### src/rtl/ifetch_fault_reporter.sv
// Registers the fetch guard's fault into a one-entry trap request with valid/ready handshake.
// Optional saturating fault counter is enabled by defining IFETCH_FAULT_CNT_EN.
module ifetch_fault_reporter #(
    parameter int unsigned CNT_W = 16
) (
    input  logic             clk,
    input  logic             rst,
    input  logic             fault_i,
    input  logic [31:0]      cause_i,
    input  logic [31:0]      tval_i,
    input  logic             flush_i,
    output logic             trap_valid_o,
    input  logic             trap_ready_i,
    output logic [31:0]      trap_cause_o,
    output logic [31:0]      trap_tval_o,
    output logic             fe_stall_o,
    output logic             overrun_o,
    output logic [CNT_W-1:0] fault_cnt_o,
    input  logic             cnt_clr_i
);

    typedef enum logic [1:0] {
        IDLE    = 2'd0,
        PENDING = 2'd1,
        DRAIN   = 2'd2
    } state_t;

    state_t      state_q, state_d;
    logic        capture, overrun_set;
    logic        valid_q, stall_q, overrun_q;
    logic [31:0] cause_q, tval_q;

    always_comb begin
        state_d     = state_q;
        capture     = 1'b0;
        overrun_set = 1'b0;
        case (state_q)
            IDLE: begin
                if (fault_i && !flush_i) begin
                    capture = 1'b1;
                    state_d = PENDING;
                end
            end
            PENDING: begin
                // Handshake takes priority over a concurrent flush.
                if (trap_ready_i)
                    state_d = DRAIN;
                else if (flush_i)
                    state_d = IDLE;
                overrun_set = fault_i && !trap_ready_i && (tval_i != tval_q);
            end
            DRAIN: begin
                if (!fault_i || flush_i)
                    state_d = IDLE;
            end
            default: state_d = IDLE;
        endcase
    end

    always_ff @(posedge clk or posedge rst) begin
        if (rst) begin
            state_q   <= IDLE;
            valid_q   <= 1'b0;
            stall_q   <= 1'b0;
            cause_q   <= '0;
            tval_q    <= '0;
            overrun_q <= 1'b0;
        end else begin
            state_q <= state_d;
            valid_q <= (state_d == PENDING);
            stall_q <= (state_d != IDLE);
            if (capture) begin
                cause_q <= cause_i;
                tval_q  <= tval_i;
            end
            if (overrun_set)
                overrun_q <= 1'b1;
            else if (cnt_clr_i)
                overrun_q <= 1'b0;
        end
    end

`ifdef IFETCH_FAULT_CNT_EN
    logic [CNT_W-1:0] cnt_q;

    always_ff @(posedge clk or posedge rst) begin
        if (rst)
            cnt_q <= '0;
        else if (cnt_clr_i)
            cnt_q <= capture ? CNT_W'(1) : '0;
        else if (capture && (cnt_q != '1))
            cnt_q <= cnt_q + CNT_W'(1);
    end

    assign fault_cnt_o = cnt_q;
`else
    assign fault_cnt_o = '0;
`endif

    assign trap_valid_o = valid_q;
    assign trap_cause_o = cause_q;
    assign trap_tval_o  = tval_q;
    assign fe_stall_o   = stall_q;
    assign overrun_o    = overrun_q;

endmodule
### config.mk
export PLATFORM = sky130hd
export DESIGN_NAME = ifetch_fault_reporter
export DESIGN_NICKNAME = d
export VERILOG_FILES = /design/src/rtl/ifetch_fault_reporter.sv
export SDC_FILE = /design/constraint.sdc
export NUM_CORES = 1
export LEC_CHECK = 0
export BUFFER_PORTS_ARGS = -buffer_cell sky130_fd_sc_hd__buf_2
export CAP_MARGIN = 20
export CELL_PAD_IN_SITES_DETAIL_PLACEMENT = 0
export CELL_PAD_IN_SITES_GLOBAL_PLACEMENT = 2
export CORE_MARGIN = 3
export CORE_UTILIZATION = 30
export DETAILED_ROUTE_END_ITERATION = 6
export GPL_ROUTABILITY_DRIVEN = 0
export PLACE_DENSITY = 0.9
export SYNTH_ARGS = -nofsm -noshare
export SYNTH_HDL_FRONTEND = slang
export SYNTH_SLANG_ARGS = --single-unit
export TNS_END_PERCENT = 100
### constraint.sdc
create_clock -name clk -period 4.15 [get_ports clk]
set_clock_uncertainty 0.2 [all_clocks]
set_input_delay 0.83 -clock clk [delete_from_list [all_inputs] [get_ports clk]]
set_output_delay 0.83 -clock clk [all_outputs]
set_load 0.005 [all_outputs]
# --- Word-level counts from Yosys, hierarchy flattened ---
# Cells that the tools add are included.
classes:
  n_eq_ne: 4
  n_mux: 10
  n_reduce_logical: 10
ops:
  columns: ["operator", "count"]
  rows:
  - ["32-bit inequality test", 1]
  - ["2-bit 2-to-1 mux", 4]
  - ["2-bit case mux with 3 select lines", 1]
  - ["1-bit 2-to-1 mux", 5]
  - ["2-bit by 1-bit == test with 1-bit output (second input constant)", 2]
  - ["2-bit nonzero test", 2]
  - ["1-bit logical AND", 3]
  - ["1-bit zero test", 3]
  - ["2-bit == test (second input constant)", 1]
  - ["2-bit zero test", 1]
  - ["1-bit logical OR", 1]
word_totals:
  ff_bits: 69
  out_inout_bits: 83

# --- Logic depth before layout (Yosys ltp) ---
logic_depth:
  ltp_word: 5
  depth_mapped: 5
  depth_no_buf: 5

# --- Least setup slack after synthesis ---
# Ideal clock, no wire load.
synth_timing:
  path_type: "input-to-reg"
  startpoint: "input port flush_i"
  endpoint: "register cause_q[0], in the netlist trap_cause_o[0]"
  setup_time_ns: 0.125
  arrival_ns: 1.752
  setup_slack_ns: 2.073
  stages: 5
  cell_sequence: "nor2_2 -> nand2_2 -> nor2_8 -> buf_12 -> mux2_4"
synth_via:
  elab_chain_len: 4
synth_rtl:
  columns: ["element", "line_no", "source"]
  rows:
  - ["start: declaration", "11", "input logic flush_i,"]
  - ["1-bit zero test", "39", "if (fault_i && !flush_i) begin"]
  - ["1-bit logical AND", "39", null]
  - ["1-bit 2-to-1 mux", "39", null]
  - ["1-bit 2-to-1 mux", "37", "case (state_q)"]
  - ["end signal: assignment", "73", "cause_q <= cause_i;"]
  - ["end: declaration", "31", "logic [31:0] cause_q, tval_q;"]
# No other way between the ends.
# A chain may end at the register's enable or synchronous reset.

# --- Final worst setup path ---
layout_timing:
  startpoint: "input port flush_i"
  endpoint: "register cause_q[15], in the netlist trap_cause_o[15]"
# Same word-level chain as after synthesis.

==> impl_metrics.env <==
export IMPL_synth_seq_cells=69
export IMPL_viasPerCell=4.26
export IMPL_end_kind="register"
export IMPL_cts_resized=0
export IMPL_period_share_pct=58.1
export IMPL_cts_buffer_depth=2
export IMPL_syn_avg_cell_area_sq_um=15.9
export IMPL_antennaDiodeCount=0
export IMPL_fp_dieW_um=112
export IMPL_p_int_mw=1.49
export IMPL_outcome="finished clean"
export IMPL_grt_max_degree=37
export IMPL_cts_hold_fix_buffers=0
export IMPL_startpoint_type="primary input"
export IMPL_critical_path_arrival_ns=2.43
export IMPL_maxCapViolations=0
export IMPL_cts_made_buffers=9
export IMPL_cts_tree="built"
export IMPL_track_usage_pct=11.8
export IMPL_drt_wl_total_um=7230
export IMPL_synth_area_top_cells="dfrtp_1 (51%), mux2_4 (27%), xor2_1 (8.3%)"
export IMPL_globalRouteOverflowTotal=0
export IMPL_ys_seq_area_share_pct=51.3
export IMPL_antenna_found_initial=0
export IMPL_drc=0
export IMPL_dieArea_sq_um=12500
export IMPL_layout_min_cycle_time_ns=2.41
export IMPL_worstMarginPinSlew_ns=0.669
export IMPL_cp_data_required_time_ns=4.17
export IMPL_p_comb_share_pct=27.9
export IMPL_drt_initial_drc_count=89
export IMPL_p_per_area_nw_per_um2=486
export IMPL_dr_pass1_iters=4
export IMPL_synth_distinct_cells=20
export IMPL_p_leak_nw=2.15
export IMPL_fillCellCount=1071
export IMPL_area_delta_synth_final_pct=26.7
export IMPL_num_vias=2132
export IMPL_start_util_pct=30.9
export IMPL_slew_headroom_pct=55.4
export IMPL_insertion_delay_ns=0.34
export IMPL_core_sq_um=10900
export IMPL_drv_slew=0
export IMPL_syn_area_sq_um=3360
export IMPL_grt_pass1_vias=2294
export IMPL_finalHoldViolations=0
export IMPL_rsz0062_at_grt="false"
export IMPL_drtAntennaViolNets=0
export IMPL_layout_drive_gt1_share_pct=61.7
export IMPL_cts_sinks=69
export IMPL_fp_dieH_um=112
export IMPL_p_seq_share_pct=45.8
export IMPL_netlist_instances=212
export IMPL_htreeDepth=3
export IMPL_synth_top_area_share_pct=51.3
export IMPL_swShare_pct=28.0
export IMPL_critPathMaxFanout=36
export IMPL_nets=425
export IMPL_root_buffer="clkbuf_8"
export IMPL_yosys_area_top_type="dfrtp_1"
export IMPL_finalSetupViolations=0
export IMPL_p_sw_mw=0.579
export IMPL_clkSlewWorstSetupHoldPaths_ns=0.07
export IMPL_fin_setup_tns_ns=0
export IMPL_place_hpwl_um=5430
export IMPL_yosys_warnings=0
export IMPL_hold_class="primary input to async pin"
export IMPL_cts_setup_buffers=0
export IMPL_grt_pass1_wl_um=11800
export IMPL_p_clk_share_pct=26.3
export IMPL_io_buffers=136
export IMPL_path_class="primary input to register"
export IMPL_final_cells=500
export IMPL_ir_drop_mv=0.197
export IMPL_dp_cells=484
export IMPL_num_io_pins=153
export IMPL_max_freq_ghz=0.415
export IMPL_num_rows=38
export IMPL_wl_per_cell_um=14.5
[registers in the layout, indices dropped and copies added, names as in the netlist]
name	flops
overrun_o	1
trap_cause_o	32
state_q	2
trap_valid_o	1
trap_tval_o	32
fe_stall_o	1
[metrics by stage]
step | utilization, % | total power, mW | worst slack [ns] | cell area [sq um] | hold WS (ns)
after global routing | 39.2 | 2.21 | 1.68 | 4260 | 0.267
after CTS | 39.2 | 2.12 | 1.74 | 4260 | 0.247
after floorplan | - | 1.31 | 1.38 | 3420 | 0.307
final | 39.2 | 2.07 | 1.74 | 4260 | 0.260
after global placement | 37.4 | 1.53 | 1.39 | 4070 | 0.293
after detailed placement | 37.4 | 1.55 | 1.37 | 4070 | 0.287
[cells in the final DEF, fill, tap and decap left out]
| cell | instances |
|---|---|
| nor2_1 | 2 |
| inv_1 | 1 |
| clkinvlp_4 | 1 |
| clkinv_2 | 2 |
| a2111oi_0 | 2 |
| dfrtp_1 | 69 |
| mux2_2 | 4 |
| nor2b_2 | 1 |
| xor2_1 | 32 |
| bufinv_16 | 1 |
| or2_1 | 1 |
| nor2_2 | 1 |
| o22ai_1 | 1 |
| mux2_4 | 60 |
| nand3b_1 | 1 |
| nor2_8 | 1 |
| inv_2 | 1 |
| buf_4 | 2 |
| buf_2 | 136 |
| nand2_2 | 1 |
| a32o_1 | 1 |
| nor4_1 | 8 |
| buf_12 | 1 |
| clkbuf_1 | 2 |
| nand4_1 | 2 |
| clkbuf_8 | 10 |
| conb_1 | 16 |
[logic make-up after synthesis]
| group | after synthesis | share of synthesized area, % |
|---|---|---|
| XOR/XNOR | 32 | 8.33 |
| AND/OR/NAND/NOR | 18 | 3.72 |
| AO/OA/AOI/OAI | 4 | 1.00 |
| other | 1 | 0.112 |
| buffers and inverters | 24 | 7.37 |
| multiplexers | 64 | 28.1 |
| flip-flops | 69 | 51.3 |
[area by class of cell]
cell class / count / area (sq um) / share of cell area [%]
clock buffers: 12 / 145 / 3.40
inverters: 2 / 7.51 / 0.176
flip-flops and latches: 69 / 1730 / 40.5
repair buffers: 139 / 716 / 16.8
well taps: 140 / 175 / 4.11
multi-input cells: 134 / 1450 / 33.9
clock inverters: 4 / 47.5 / 1.12
[worst paths after layout]
check / to / depth (start not counted) / slack [ns] / from
max: trap_cause_o[15]$_DFFE_PP0P_ / 6 / 1.74 / flush_i
min: trap_cause_o[12]$_DFFE_PP0P_ / 2 / 0.26 / rst
max reg2reg: trap_cause_o[15]$_DFFE_PP0P_ / 5 / 1.93 / state_q[0]$_DFF_PP0_
min reg2reg: trap_cause_o[28]$_DFFE_PP0P_ / 1 / 0.31 / trap_cause_o[28]$_DFFE_PP0P_
max in group asynchronous: trap_tval_o[18]$_DFFE_PP0P_ / 3 / 2.78 / rst
min in group clk: trap_cause_o[28]$_DFFE_PP0P_ / 1 / 0.31 / trap_cause_o[28]$_DFFE_PP0P_
[power groups by stage]
stage	logic [mW]	clock network, mW	registers, mW
final	0.579	0.544	0.949
after global routing	0.633	0.606	0.974
after CTS	0.594	0.574	0.951
after detailed placement	0.593	0	0.958
after global placement	0.578	0	0.955
after floorplan	0.352	0	0.961
[synthesized netlist by cell type (all sizes together)]
library cell,count
dfrtp,69
mux2,64
xor2,32
buf,22
nor4,8
nor2,4
a2111oi,2
inv,2
nand4,2
a32o,1
conb,1
nand2,1
nand3b,1
nor2b,1
o22ai,1
or2,1
[worst max-delay path: stages]
cell and delay [ns]:
buf_2 0.11, nor2_2 0.13, nand2_2 0.10, nor2_8 0.51
buf_12 0.35, mux2_4 0.33
[layer usage]
layer / wire length (um) / vias to the layer above / global-route usage [%]
li1: - / 982 / -
met1: 3250 / 1042 / 15.8
met2: 3300 / 101 / 18.0
met3: 610 / 7 / 4.13
met4: 72 / 0 / 3.65
met5: 0 / - / 0
Note: power is estimated with default switching activity, not from simulation.
